--- src/rtl/elevator_look_ctrl.sv ---
// elevator_look_ctrl: LOOK-scheduled car controller with a pending-request bitmap,
// per-floor travel timing, timed door dwell and request range checking.
// Optional emergency stop (estop port and HALT state) when ELEV_ESTOP_EN is defined.
module elevator_look_ctrl #(
  parameter int NUM_FLOORS  = 16,
  parameter int FLOOR_W     = 4,
  parameter int MOVE_CYCLES = 2,
  parameter int DOOR_CYCLES = 4
) (
  input  logic                  clk,
  input  logic                  rst,
`ifdef ELEV_ESTOP_EN
  input  logic                  estop,
`endif
  input  logic                  req_valid,
  input  logic [FLOOR_W-1:0]    req_floor,
  output logic [FLOOR_W-1:0]    floor,
  output logic [1:0]            dir,
  output logic                  door,
  output logic                  arrived,
  output logic [NUM_FLOORS-1:0] pending,
  output logic                  req_err
);

  localparam logic [1:0] DIR_UP   = 2'b00;
  localparam logic [1:0] DIR_DN   = 2'b01;
  localparam logic [1:0] DIR_IDLE = 2'b11;

  // Move timer holds 0..MOVE_CYCLES-1, door timer holds remaining open cycles 1..DOOR_CYCLES.
  localparam int MT_W = (MOVE_CYCLES > 1) ? $clog2(MOVE_CYCLES) : 1;
  localparam int DT_W = $clog2(DOOR_CYCLES + 1);
  localparam logic [MT_W-1:0]    MOVE_RELOAD = MT_W'(MOVE_CYCLES - 1);
  localparam logic [DT_W-1:0]    DOOR_RELOAD = DT_W'(DOOR_CYCLES);
  localparam logic [FLOOR_W:0]   NF_EXT      = (FLOOR_W + 1)'(NUM_FLOORS);

  typedef enum logic [1:0] {
    S_IDLE = 2'd0,
    S_MOVE = 2'd1,
    S_DOOR = 2'd2
`ifdef ELEV_ESTOP_EN
    , S_HALT = 2'd3
`endif
  } state_t;

  state_t                  state_q;
  logic [FLOOR_W-1:0]      floor_q;
  logic [1:0]              dir_q;
  logic                    door_q;
  logic                    arrived_q;
  logic [NUM_FLOORS-1:0]   pending_q;
  logic [NUM_FLOORS-1:0]   pending_d;
  logic                    req_err_q;
  logic                    last_dn_q;   // 1 when the last non-idle direction was DOWN
  logic [MT_W-1:0]         mtmr_q;
  logic [DT_W-1:0]         dtmr_q;

  logic [NUM_FLOORS-1:0]   above_vec, below_vec;
  logic [NUM_FLOORS-1:0]   here_oh, step_oh, req_oh;
  logic [NUM_FLOORS-1:0]   clr_vec, set_vec;
  logic [FLOOR_W-1:0]      step_floor;
  logic                    eff_dn, above_any, below_any, ahead_any, behind_any, new_dn;
  logic                    at_here, at_step, serve_idle, serve_move;
  logic                    req_in_range, req_ok, door_absorb, serve_absorb;

  // Sweep direction in force: when idle (or door opened from idle) fall back to last_dir.
  assign eff_dn     = (dir_q == DIR_IDLE) ? last_dn_q : (dir_q == DIR_DN);
  assign step_floor = eff_dn ? (floor_q - 1'b1) : (floor_q + 1'b1);

  // Per-floor comparisons against the car position, the next floor and the request floor.
  generate
    for (genvar gi = 0; gi < NUM_FLOORS; gi++) begin : g_floor
      localparam logic [FLOOR_W:0] GI_F = (FLOOR_W + 1)'(gi);
      assign above_vec[gi] = pending_q[gi] & (GI_F > {1'b0, floor_q});
      assign below_vec[gi] = pending_q[gi] & (GI_F < {1'b0, floor_q});
      assign here_oh[gi]   = (GI_F == {1'b0, floor_q});
      assign step_oh[gi]   = (GI_F == {1'b0, step_floor});
      assign req_oh[gi]    = (GI_F == {1'b0, req_floor});
    end
  endgenerate

  assign above_any  = |above_vec;
  assign below_any  = |below_vec;
  assign ahead_any  = eff_dn ? below_any : above_any;
  assign behind_any = eff_dn ? above_any : below_any;
  // LOOK: keep the current sweep if anything lies ahead, otherwise reverse.
  assign new_dn     = ahead_any ? eff_dn : ~eff_dn;
  assign at_here    = |(pending_q & here_oh);
  assign at_step    = |(pending_q & step_oh);

  // Which bit (if any) is being served on this edge.
  assign serve_idle = (state_q == S_IDLE) && at_here;
  assign serve_move = (state_q == S_MOVE) && (mtmr_q == '0) && ahead_any && at_step;
  assign clr_vec    = ({NUM_FLOORS{serve_idle}} & here_oh) | ({NUM_FLOORS{serve_move}} & step_oh);

  // Request validation and absorption; a request for the floor being served never sets its bit.
  assign req_in_range = ({1'b0, req_floor} < NF_EXT);
  assign req_ok       = req_valid && req_in_range;
  assign door_absorb  = req_ok && (state_q == S_DOOR) && (req_floor == floor_q);
  assign serve_absorb = req_ok && (|(clr_vec & req_oh));
  assign set_vec      = (req_ok && !door_absorb && !serve_absorb) ? req_oh : '0;
  assign pending_d    = (pending_q & ~clr_vec) | set_vec;

  // Controller FSM: state, position, direction, timers, bitmap and all registered outputs.
  always_ff @(posedge clk or posedge rst) begin
    if (rst) begin
      state_q   <= S_IDLE;
      floor_q   <= '0;
      dir_q     <= DIR_IDLE;
      door_q    <= 1'b0;
      arrived_q <= 1'b0;
      pending_q <= '0;
      req_err_q <= 1'b0;
      last_dn_q <= 1'b0;
      mtmr_q    <= '0;
      dtmr_q    <= '0;
    end
`ifdef ELEV_ESTOP_EN
    else if (estop) begin
      state_q   <= S_HALT;
      dir_q     <= DIR_IDLE;
      door_q    <= 1'b0;
      arrived_q <= 1'b0;
      pending_q <= '0;
      req_err_q <= 1'b0;
      mtmr_q    <= '0;
      dtmr_q    <= '0;
    end
`endif
    else begin
      arrived_q <= 1'b0;
      req_err_q <= req_valid && !req_in_range;
      pending_q <= pending_d;
      case (state_q)
        S_IDLE: begin
          if (at_here) begin
            state_q   <= S_DOOR;
            door_q    <= 1'b1;
            arrived_q <= 1'b1;
            dtmr_q    <= DOOR_RELOAD;
          end else if (above_any || below_any) begin
            state_q   <= S_MOVE;
            dir_q     <= new_dn ? DIR_DN : DIR_UP;
            last_dn_q <= new_dn;
            mtmr_q    <= MOVE_RELOAD;
          end else begin
            dir_q <= DIR_IDLE;
          end
        end
        S_MOVE: begin
          if (mtmr_q != '0) begin
            mtmr_q <= mtmr_q - MT_W'(1);
          end else if (ahead_any) begin
            floor_q <= step_floor;
            mtmr_q  <= MOVE_RELOAD;
            if (at_step) begin
              state_q   <= S_DOOR;
              door_q    <= 1'b1;
              arrived_q <= 1'b1;
              dtmr_q    <= DOOR_RELOAD;
            end
          end else begin
            // Nothing left ahead: stop at this floor rather than overrun.
            state_q <= S_IDLE;
            dir_q   <= DIR_IDLE;
          end
        end
        S_DOOR: begin
          if (door_absorb) begin
            dtmr_q <= DOOR_RELOAD;
          end else if (dtmr_q > DT_W'(1)) begin
            dtmr_q <= dtmr_q - DT_W'(1);
          end else begin
            door_q <= 1'b0;
            dtmr_q <= '0;
            if (ahead_any || behind_any) begin
              state_q   <= S_MOVE;
              dir_q     <= new_dn ? DIR_DN : DIR_UP;
              last_dn_q <= new_dn;
              mtmr_q    <= MOVE_RELOAD;
            end else begin
              state_q <= S_IDLE;
              dir_q   <= DIR_IDLE;
            end
          end
        end
        default: begin
          // HALT release (or an illegal code) resumes from IDLE with last_dir kept.
          state_q <= S_IDLE;
          dir_q   <= DIR_IDLE;
          door_q  <= 1'b0;
        end
      endcase
    end
  end

  assign floor   = floor_q;
  assign dir     = dir_q;
  assign door    = door_q;
  assign arrived = arrived_q;
  assign pending = pending_q;
  assign req_err = req_err_q;

endmodule

--- config.mk ---
export PLATFORM = sky130hd
export DESIGN_NAME = elevator_look_ctrl
export DESIGN_NICKNAME = d
export VERILOG_FILES = /design/src/rtl/elevator_look_ctrl.sv
export SDC_FILE = /design/constraint.sdc
export NUM_CORES = 1
export LEC_CHECK = 0
export BUFFER_PORTS_ARGS = -buffer_cell sky130_fd_sc_hd__buf_2
export CAP_MARGIN = 30
export CORE_MARGIN = 2
export CORE_UTILIZATION = 50
export DETAILED_ROUTE_END_ITERATION = 6
export PLACE_DENSITY = 0.72
export REMOVE_ABC_BUFFERS = 1
export SLEW_MARGIN = 0
export SYNTH_ARGS = -nofsm -noshare
export SYNTH_HDL_FRONTEND = slang
export SYNTH_SLANG_ARGS = --single-unit
--- constraint.sdc ---
create_clock -name clk -period 3.3 [get_ports clk]
set_clock_uncertainty 0.1 [all_clocks]
set_input_delay 0.99 -clock clk [delete_from_list [all_inputs] [get_ports clk]]
set_output_delay 0.99 -clock clk [all_outputs]
set_load 0.01 [all_outputs]
**Word-level counts from Yosys, hierarchy flattened**

Index checks and enable logic that the tools add are counted.

- Bits in registers: 31
- Logic and storage cells: 235

- Add/sub/neg operators: 4
- Magnitude comparators: 31
- Equal/unequal tests: 62
- Multiplexer cells: 57
- Bitwise gates (word level): 41
- Reduce and logical (&&, ||, !) cells: 31

Operators with widths:

| kind | count |
|---|---|
| 16-bit AND | 6 |
| 4-bit == test, first input constant | 24 |
| 3-bit by 4-bit == test with 1-bit output, first input constant | 12 |
| 16-bit OR reduction | 3 |
| 4-bit greater-than comparator, first input constant | 8 |
| 16-bit bitwise OR | 2 |
| 1-bit AND | 30 |
| 15-bit OR reduction | 2 |
| 4-bit less-than comparator, first input constant | 7 |
| 1-bit 2-to-1 mux | 28 |
| 2-bit 2-to-1 mux | 14 |
| 2-bit by 4-bit == test with 1-bit output, first input constant | 6 |
| 3-bit 2-to-1 mux | 6 |
| 6-bit AND reduction | 3 |
| 3-bit by 4-bit greater-than comparator with 1-bit output, first input constant | 4 |
| 3-bit by 4-bit less-than comparator with 1-bit output, first input constant | 4 |
| 16-bit 2-to-1 mux | 1 |
| 2-bit inequality test, second input constant | 8 |
| 16-bit inverter | 1 |
| 5-bit AND reduction | 3 |
| 1-bit by 4-bit == test with 1-bit output, first input constant | 3 |
| 4-bit zero test | 3 |
| 2-bit case mux with 3 select lines | 2 |
| 1-bit logical AND | 9 |
| 26 further kinds | 37 |

**Logic depth before layout (Yosys ltp)**

Gate-level depths: netlist of the first run.

- Depth after elaboration: 16
- Mapped depth: 15
- Gate-level depth less buffers: 11

**Worst setup path after synthesis of the first run**

OpenSTA, ideal clock, no wires.

- Path kind: register to register
- Start: register floor_q[0] (netlist: floor[0])
- End: register pending_q[10] (netlist: pending[10])
- Arrival: 3.037 ns
- Data required time: 3.071 ns
- Setup slack: 0.035 ns
- Cell stages (with the launch flop): 15
- Clock period less this slack: 3.265 ns
- Cell sequence: dfrtp_1 > buf_2 > clkinv_1 > ha_1 > buf_6 > nand2b_1 > a221oi_2 > nor2_1 > buf_2 > or4_1 > o41ai_1 > nor3_1 > o21ai_2 > buf_6 > o22ai_1

- Cells in the longest elaborated chain, start to end: 15

Ends and longest elaborated chain:

| element | line | text |
|---|---|---|
| start, declared | 46 | `logic [FLOOR_W-1:0] floor_q;` |
| start signal, assigned | 153 | `floor_q <= step_floor;` |
| 4-bit by 1-bit adder with 4-bit output, or another cell as far along | 67 | `assign step_floor = eff_dn ? (floor_q - 1'b1) : (floor_q + 1'b1);` |
| 4-bit 2-to-1 mux, or another cell as far along | 67 |  |
| 1-bit by 4-bit == test with 1-bit output, or another cell as far along | 76 | `assign step_oh[gi] = (GI_F == {1'b0, step_floor});` |
| 16-bit AND / 1-bit 2-to-1 mux (equally long branches) | 88, 83 |  |
| 16-bit OR reduction / 1-bit logical AND (equally long branches) | 88, 92 |  |
| 1-bit logical AND | 92 | `assign serve_move = (state_q == S_MOVE) && (mtmr_q == '0) && ahead_any && at_step;` |
| 16-bit AND | 93 | `assign clr_vec = ({NUM_FLOORS{serve_idle}} & here_oh) \| ({NUM_FLOORS{serve_move}} & step_oh);` |
| 16-bit bitwise OR | 93 |  |
| 16-bit AND | 99 | `assign serve_absorb = req_ok && (\|(clr_vec & req_oh));` |
| 16-bit OR reduction | 99 |  |
| 1-bit logical AND | 99 |  |
| 1-bit zero test | 100 | `assign set_vec = (req_ok && !door_absorb && !serve_absorb) ? req_oh : '0;` |
| 1-bit logical AND | 100 |  |
| 16-bit 2-to-1 mux | 100 |  |
| 16-bit bitwise OR * | 101 | `assign pending_d = (pending_q & ~clr_vec) \| set_vec;` |
| named net pending_d[10] | 51 | `logic [NUM_FLOORS-1:0] pending_d;` |
| end signal, assigned | 132 | `pending_q <= pending_d;` |
| end, declared | 50 | `logic [NUM_FLOORS-1:0] pending_q;` |

The timed path passes the listed nets; every way through them passes the cells marked *.
A chain may end at the register's enable or synchronous reset.

**Worst setup path in the final report of the first run**

- Start: register floor_q[1] (netlist: floor[1])
- End: register pending_q[12] (netlist: pending[12])

The elaborated chain is that of the path after synthesis.

==> metrics.yaml, run 1 <==
synthesis:
  synth_area_leader_cell: "dfrtp_1"
  synth-edff-count: 0
  syn_avg_cell_area_um2: 7.97
  synthArstFlopShare_pct: 100
  synth_top_area_share_pct: 24.5
  synthFlopType: "dfrtp_1"
  synth_cell_types: 73
  ys_warn_count: 0
  synth_seq_cells: 31
  synth_area_mm2: 0.00296
  synth_cells: 371
  yosysSeqAreaShare_pct: 26.3
  yosys-top-cells-area: "dfrtp_1 (25%), nor2_1 (4.3%), o21ai_0 (3.7%)"
clocking:
  root_buffer: "clkbuf_8"
  clk_latency_ns: 0.29
  cts.clk_slew.worst_paths_ns: 0.07
  cts_max_path_buffers: 2
  cts_resized: 0
  htreeDepth: 2
  post_cts_buffers: 0
  hold_buffers: 0
  clock-sinks: 31
  cts_tree: "yes"
  cts_buffers: 5
layout:
  synthToLayoutAreaGrowth_pct: 14.9
  antenna_cells: 0
  drive_above_1_share_pct: 22.7
  nNetsFinal: 426
route:
  drc: 0
  dr.pass1.iters: 5
  antenna_left: 0
  first_iter_violations: 406
  finalWirelength_mm: 9.73
  routed_via_density: 6.56
  wl_per_cell_um: 19.9
  num_vias: 3210
critical_path:
  cp_max_fo: 12
  cp.required_ns: 3.40
  reg2reg_depth: 12
  cpMaxStageDelayCell: "dfrtp_1"
  crit_start: "floor[1]"
  crit_type: "flip-flop to flip-flop"
  crit_path_start_kind: "flip-flop"
  r2r_end: "pending[12]"
  reg2reg_slack_ns: 0.18
  cp.arrival_ns: 3.22
  reg2reg_from: "floor[1]"
  max_stage_delay_ns: 0.46
  crit_path_end_kind: "flip-flop"
  critical_path.cell_chain: "inv_1 > ha_1 > nand2b_1 > a221oi_2 > or2_4 > mux2i_1 > nor3_1 > o32ai_2 > a21o_1 > o21ai_2 > buf_4 > o22ai_1"
global_route:
  antenna_found_initial: 0
  gr-total-overflow: 0
  grt_pass1_wl_mm: 15.4
  grt_max_degree: 32
  grt_usage_pct: 31.1
  grt_pass1_vias: 2875
sta:
  min_period_ns: 3.12
  fin_hold_ws_ns: 0.421
  fmax_mhz: 320
  slew_violations: 0
  relSlewSlack_pct: 65.4
  final-setup-viol-count: 0
  period_share_pct: 94.6
  worst_pin_slew_ns: 0.513
  fin_setup_tns_ns: 0
  hold_viol_final: 0
floorplanning:
  dieArea_mm2: 0.00654
  pin_count: 32
  start_util_pct: 50.8
  core_area_mm2: 0.00582
  die_x_um: 80.9
  fp-row-count: 28
  die_y_um: 80.9
place:
  gp_congestion: 1.01
  portBuffers: 30
  hpwl_mm: 7.17
min_path:
  whs_endpoint: "dtmr_q[2]"
  hold_start: "dtmr_q[2]"
  whs_path_depth: 2
  hold_path.class: "flip-flop to flip-flop"
power_and_ir_drop:
  p_leak_nw: 1.38
  ir_drop_v: 0.000630
  power_density_mw_per_mm2: 1290
job:
  cap_violations: 0
outcome:
  status: "finished, final reports clean"
## layout make-up
cell class                 instances  area (µm²)
multi-input combinational        297        1970
clock buffer                       6        82.6
fill                             569        2420
sequential                        31         779
timing repair buffer              58         360
tap                               75        93.8
clock inverter                     2        35.0
inverter                          20        78.8
## metal layers
layer | part of all wire, % | vias up | GRT usage (%) | wire length, µm
met5 | 0 | - | 0 | 0
met4 | 2.1 | 0 | 8.47 | 208
met3 | 11 | 18 | 3.67 | 1110
met2 | 44 | 234 | 47.4 | 4300
met1 | 42 | 1494 | 46.3 | 4110
li1 | - | 1464 | - | -
## flip-flops by register name (all words and copies together) (netlist names)
register / count
floor: 4
pending: 16
dir: 2
mtmr_q: 1
state_q: 2
last_dn_q: 1
dtmr_q: 3
arrived: 1
door: 1
## worst max-delay path by stage
stage          slack, ns           to
2_1_floorplan      -0.37  pending[13]
3_3_place_gp        0.07       mtmr_q
6_report            0.18  pending[12]
5_1_grt            -0.01    dtmr_q[2]
4_1_cts             0.15   state_q[1]
3_5_place_dp        0.03       mtmr_q
## synthesized netlist by cell type, drive strengths merged (3+ instances only)
cell     count
nor2        34
dfrtp       29
nand2       26
o21ai       25
a21oi       21
buf         18
inv         18
o22ai       17
and3        15
nand3       14
nor3        13
nand2b      11
nand4        8
a211oi       7
a31oi        7
xnor2        7
ha           6
nor2b        6
a22oi        5
and2         5
clkbuf       5
mux2i        5
a21o         4
nand3b       4
nor4         4
o211ai       4
xor2         4
a21boi       3
a221oi       3
a32oi        3
mux2         3
nor3b        3
o2111ai      3
o31ai        3
o32ai        3
## worst max-delay path, delay by kind of cell (launching register included)
| kind | cells | cell delay, ns |
|---|---|---|
| AO/OA/AOI/OAI | 5 | 1.19 |
| adder cells (fa/ha/maj) | 1 | 0.27 |
| buffers and inverters | 2 | 0.27 |
| flip-flops | 1 | 0.46 |
| multiplexers | 1 | 0.22 |
| AND/OR/NAND/NOR | 3 | 0.52 |
## layout by cell type (no fill, tap or decap), drive strengths merged, types with 4 or more instances in the layout
cell type	n
nor4	4
xor2	4
o211ai	4
and2	5
and3	15
dfrtp	29
a21oi	21
a211oi	7
nor3	13
nand2b	11
inv	18
a31oi	7
nand3b	4
xnor2	7
o22ai	17
clkbuf	6
nand4	8
nand3	14
nor2	34
ha	6
a21o	4
buf	58
mux2i	5
nor2b	6
o21ai	25
a22oi	5
nand2	26
## kinds of logic (layout without fill, tap and decap cells)
logic type	Yosys count	count (layout)	synth area share (%)
AO/OA/AOI/OAI	121	121	29.1
XOR/XNOR	11	11	4.02
adder cells (fa/ha/maj)	7	7	2.88
buffers and inverters	43	86	7.62
flip-flops	31	31	26.3
multiplexers	8	8	2.84
other	1	1	0.127
AND/OR/NAND/NOR	149	149	27.1
## stage by stage
stage / util [%] / area (µm²) / worst slack [ns] / cells / power, W
after global routing: 58.4 / 3400 / -0.0139 / 489 / 0.00466
after CTS: 58.1 / 3380 / 0.147 / 489 / 0.00424
after detailed placement: 56.1 / 3260 / 0.0276 / 481 / 0.00382
after global placement: 56.1 / 3260 / 0.0652 / 481 / 0.00380
final: 58.4 / 3400 / 0.178 / 489 / 0.00437
after floorplan: - / 2810 / -0.366 / 348 / 0.00277
## power breakdown
| part | total, W | switching [W] | internal (W) |
|---|---|---|---|
| Clock | 0.000403 | 0.000158 | 0.000244 |
| Sequential | 0.000915 | 0.000346 | 0.000569 |
| Combinational | 0.00306 | 0.00188 | 0.00118 |
Note: power is estimated with default switching activity, not from simulation.
==> run 2, diff against run 1 <==
Settings changed: ABC_AREA set to 1, PLACE_DENSITY 0.72 to 0.79.
==> run 2 against run 1 <==
Compared with the run above:
- setup slack gained 0.046 ns
- flip-flop and latch count is the same
- sequential share of layout area shrank 2.4 points
- global-route usage grew 3.6 points
- wire length grew 12%
- core utilization grew 6.0 points
- die area grew 2.2%
- largest cell class unchanged
- highest routed layer unchanged
==> metrics.yaml, run 2 <==
outcome:
  status: "finished, final reports clean"
floorplanning:
  die_y_um: 81.8  # +1.1%
  start_util_pct: 51.4  # +0.56 points
  fp-row-count: 28  # unchanged
  pin_count: 32  # unchanged
  die_x_um: 81.8  # +1.1%
  dieArea_mm2: 0.00669  # +2.2%
  core_area_mm2: 0.00589  # +1.2%
layout:
  multi_input_area_mm2: 0.00193  # -1.6%
  drive_above_1_share_pct: 25.6  # +2.9 points
  stdcell_count: 649  # +33%
  seq_area_um2: 778  # -0.16%
  layout_common_cells: "nand2_1 (142), nand3_1 (67), nor2_1 (58)"
  nFillCells: 571  # +0.35%
  largest_register_ffs: 16  # unchanged
  final_util_pct: 64.4  # +6.0 points
  fin_area_mm2: 0.00379  # +12%
  antenna_cells: 0  # unchanged
  synthToLayoutAreaGrowth_pct: 25.3
  final_common_cell: "nand2_1"
  nNetsFinal: 586  # +38%
synthesis:
  synth_top_area_share_pct: 24.0  # -0.56 points
  syn_avg_cell_area_um2: 6.17  # -23%
  synthArstFlopShare_pct: 100  # unchanged
  synth_area_mm2: 0.00303  # +2.3%
  synth_cells: 490  # +32%
  synthTopCellsByCount: "nand2_1 (145), nand3_1 (67), nor2_1 (61)"
  synth_seq_cells: 31  # unchanged
  synth-edff-count: 0  # unchanged
  yosysSeqAreaShare_pct: 25.7  # -0.60 points
  synthFlopType: "dfrtp_1"
  synth_area_leader_cell: "dfrtp_1"
  ys_warn_count: 0  # unchanged
  yosys-top-cells-area: "dfrtp_1 (24%), nand2_1 (18%), nand3_1 (11%)"
  synth_cell_types: 42  # -42%
  yosysMostFrequentCell: "nand2_1"
clocking:
  cts.clk_slew.worst_paths_ns: 0.07  # about the same
  cts_max_path_buffers: 2  # unchanged
  cts_buffers: 5  # unchanged
  root_buffer: "clkbuf_8"
  clk_latency_ns: 0.30  # about the same
  clock-sinks: 31  # unchanged
  cts_tree: "yes"
  hold_buffers: 0  # unchanged
  htreeDepth: 2  # unchanged
sta:
  relSlewSlack_pct: 57.1  # -8.3 points
  slew_violations: 0  # unchanged
  final-setup-viol-count: 0  # unchanged
  fin_setup_tns_ns: 0  # unchanged
  setup_ws_ns: 0.223  # +0.0457 ns
  grt_setup_unrepaired: "false"
  min_period_ns: 3.08  # -0.0457 ns
  hold_viol_final: 0  # unchanged
  worst_pin_slew_ns: 0.642  # +0.129 ns
  period_share_pct: 93.2  # -1.4 points
  fmax_mhz: 325  # +1.5%
route:
  antenna_left: 0  # unchanged
  dr.pass1.iters: 5  # unchanged
  finalWirelength_mm: 10.9  # +12%
  drc: 0  # unchanged
  num_vias: 3704  # +15%
  routed_via_density: 5.71  # -13%
  first_iter_violations: 330  # -19%
  wl_per_cell_um: 16.8  # -15%
min_path:
  hold_start: "last_dn_q"
  hold_path.class: "flip-flop to flip-flop"
critical_path:
  cp.arrival_ns: 3.14  # -0.08 ns
  crit_type: "flip-flop to flip-flop"
  reg2reg_from: "dir[0]"
  cpMaxStageDelayCell: "dfstp_2"
  cp_max_fo: 10  # -2
  cp_num_buf_inv: 5  # +3
  cp.required_ns: 3.36  # -0.04 ns
  crit_path_end_kind: "flip-flop"
  critical_path.cell_chain: "inv_2 > a21oi_2 > nand2_1 > nand2_4 > inv_4 > nor2_2 > nand3_1 > nand2_1 > inv_2 > nand2_1 > nor2_2 > nand2_4 > buf_4 > nand4_1 > o21ai_1 > nand2_1 > nand3_1 > nor2_4 > buf_12 > nand3_1 > nand2_1"
  max_stage_delay_ns: 0.59  # +0.13 ns
  crit_top_cell: "nand2_1"
  crit_path_start_kind: "flip-flop"
  cp_top_family: "simple AND/OR/NAND/NOR gates"
  crit_start: "dir[0]"
global_route:
  gr-total-overflow: 0  # unchanged
  grt_pass1_wl_mm: 17.2  # +11%
  antenna_found_initial: 0  # unchanged
  grt_pass1_vias: 3498  # +22%
  grt_usage_pct: 34.6  # +3.6 points
  grt_max_degree: 17  # -47%
place:
  hpwl_mm: 8.65  # +21%
  dpl_cell_area_mm2: 0.00366  # +12%
  gp_congestion: 1.04  # +3.3%
  portBuffers: 30  # unchanged
  dp_slack_ns: 0.192  # +0.164 ns
  placed_cells: 640  # +33%
job:
  cap_violations: 0  # unchanged
power_and_ir_drop:
  p_leak_nw: 1.97  # +42%
  power_density_mw_per_mm2: 1200  # -7.1%
  ir_drop_v: 0.000646  # +2.7%
==> run 2: cell type report <==
class	count	share of cell area (%)
Clock buffer	6	1.91
Clock inverter	2	0.330
Inverter	66	6.60
Multi-Input combinational cell	381	51.0
Sequential cell	31	20.5
Tap cell	75	2.48
Timing Repair Buffer	88	17.1
==> run 2: report_power, final <==
group / internal, W / leakage (nW) / total, W / switching (W)
Clock: 0.000147 / 0.0412 / 0.000306 / 0.000159
Sequential: 0.000558 / 0.344 / 0.000817 / 0.000258
Combinational: 0.00133 / 1.59 / 0.00341 / 0.00208
Total: 0.00203 / 1.97 / 0.00453 / 0.00250
==> run 2: worst paths after layout <==
kind / endpoint / slack, ns / depth (start not counted)
setup reg to reg: pending[1] / 0.22 / 21
hold reg to reg: last_dn_q / 0.41 / 1
hold / removal: last_dn_q / 0.41 / 1
max in group asynchronous: dir[1] / 1.69 / 3
setup / recovery: pending[1] / 0.22 / 21
min in group asynchronous: pending[6] / 0.67 / 2
==> run 2: kinds of logic after synthesis <==
group | Yosys count | synth area share (%)
buffers and inverters | 78 | 11.7
AO/OA/AOI/OAI | 43 | 9.35
other | 1 | 0.124
AND/OR/NAND/NOR | 329 | 50.1
XOR/XNOR | 2 | 0.579
adder cells (fa/ha/maj) | 6 | 2.48
flip-flops | 31 | 25.7
==> run 2: per-layer routing <==
| metal | wire [µm] | GRT usage [%] | vias to the layer above | part of all wire (%) |
|---|---|---|---|---|
| met5 | 0 | 0 | - | 0 |
| met4 | 433 | 18.5 | 0 | 4.0 |
| met3 | 1090 | 5.71 | 33 | 10 |
| met2 | 4940 | 53.3 | 227 | 45 |
| met1 | 4450 | 46.5 | 1680 | 41 |
| li1 | - | - | 1764 | - |
==> run 2: timing repair <==
item,in CTS,in global routing
endpoints found under the hold margin,0,0
gates resized for setup,0,12
buffers inserted,0,1
endpoints found under the setup margin,0,18
==> run 2: stage by stage <==
stage | hold slack, ns | power, W
after floorplan | 0.364 | 0.00266
after global placement | 0.377 | 0.00401
after detailed placement | 0.391 | 0.00404
after CTS | 0.406 | 0.00436
after global routing | 0.452 | 0.00489
final | 0.408 | 0.00453
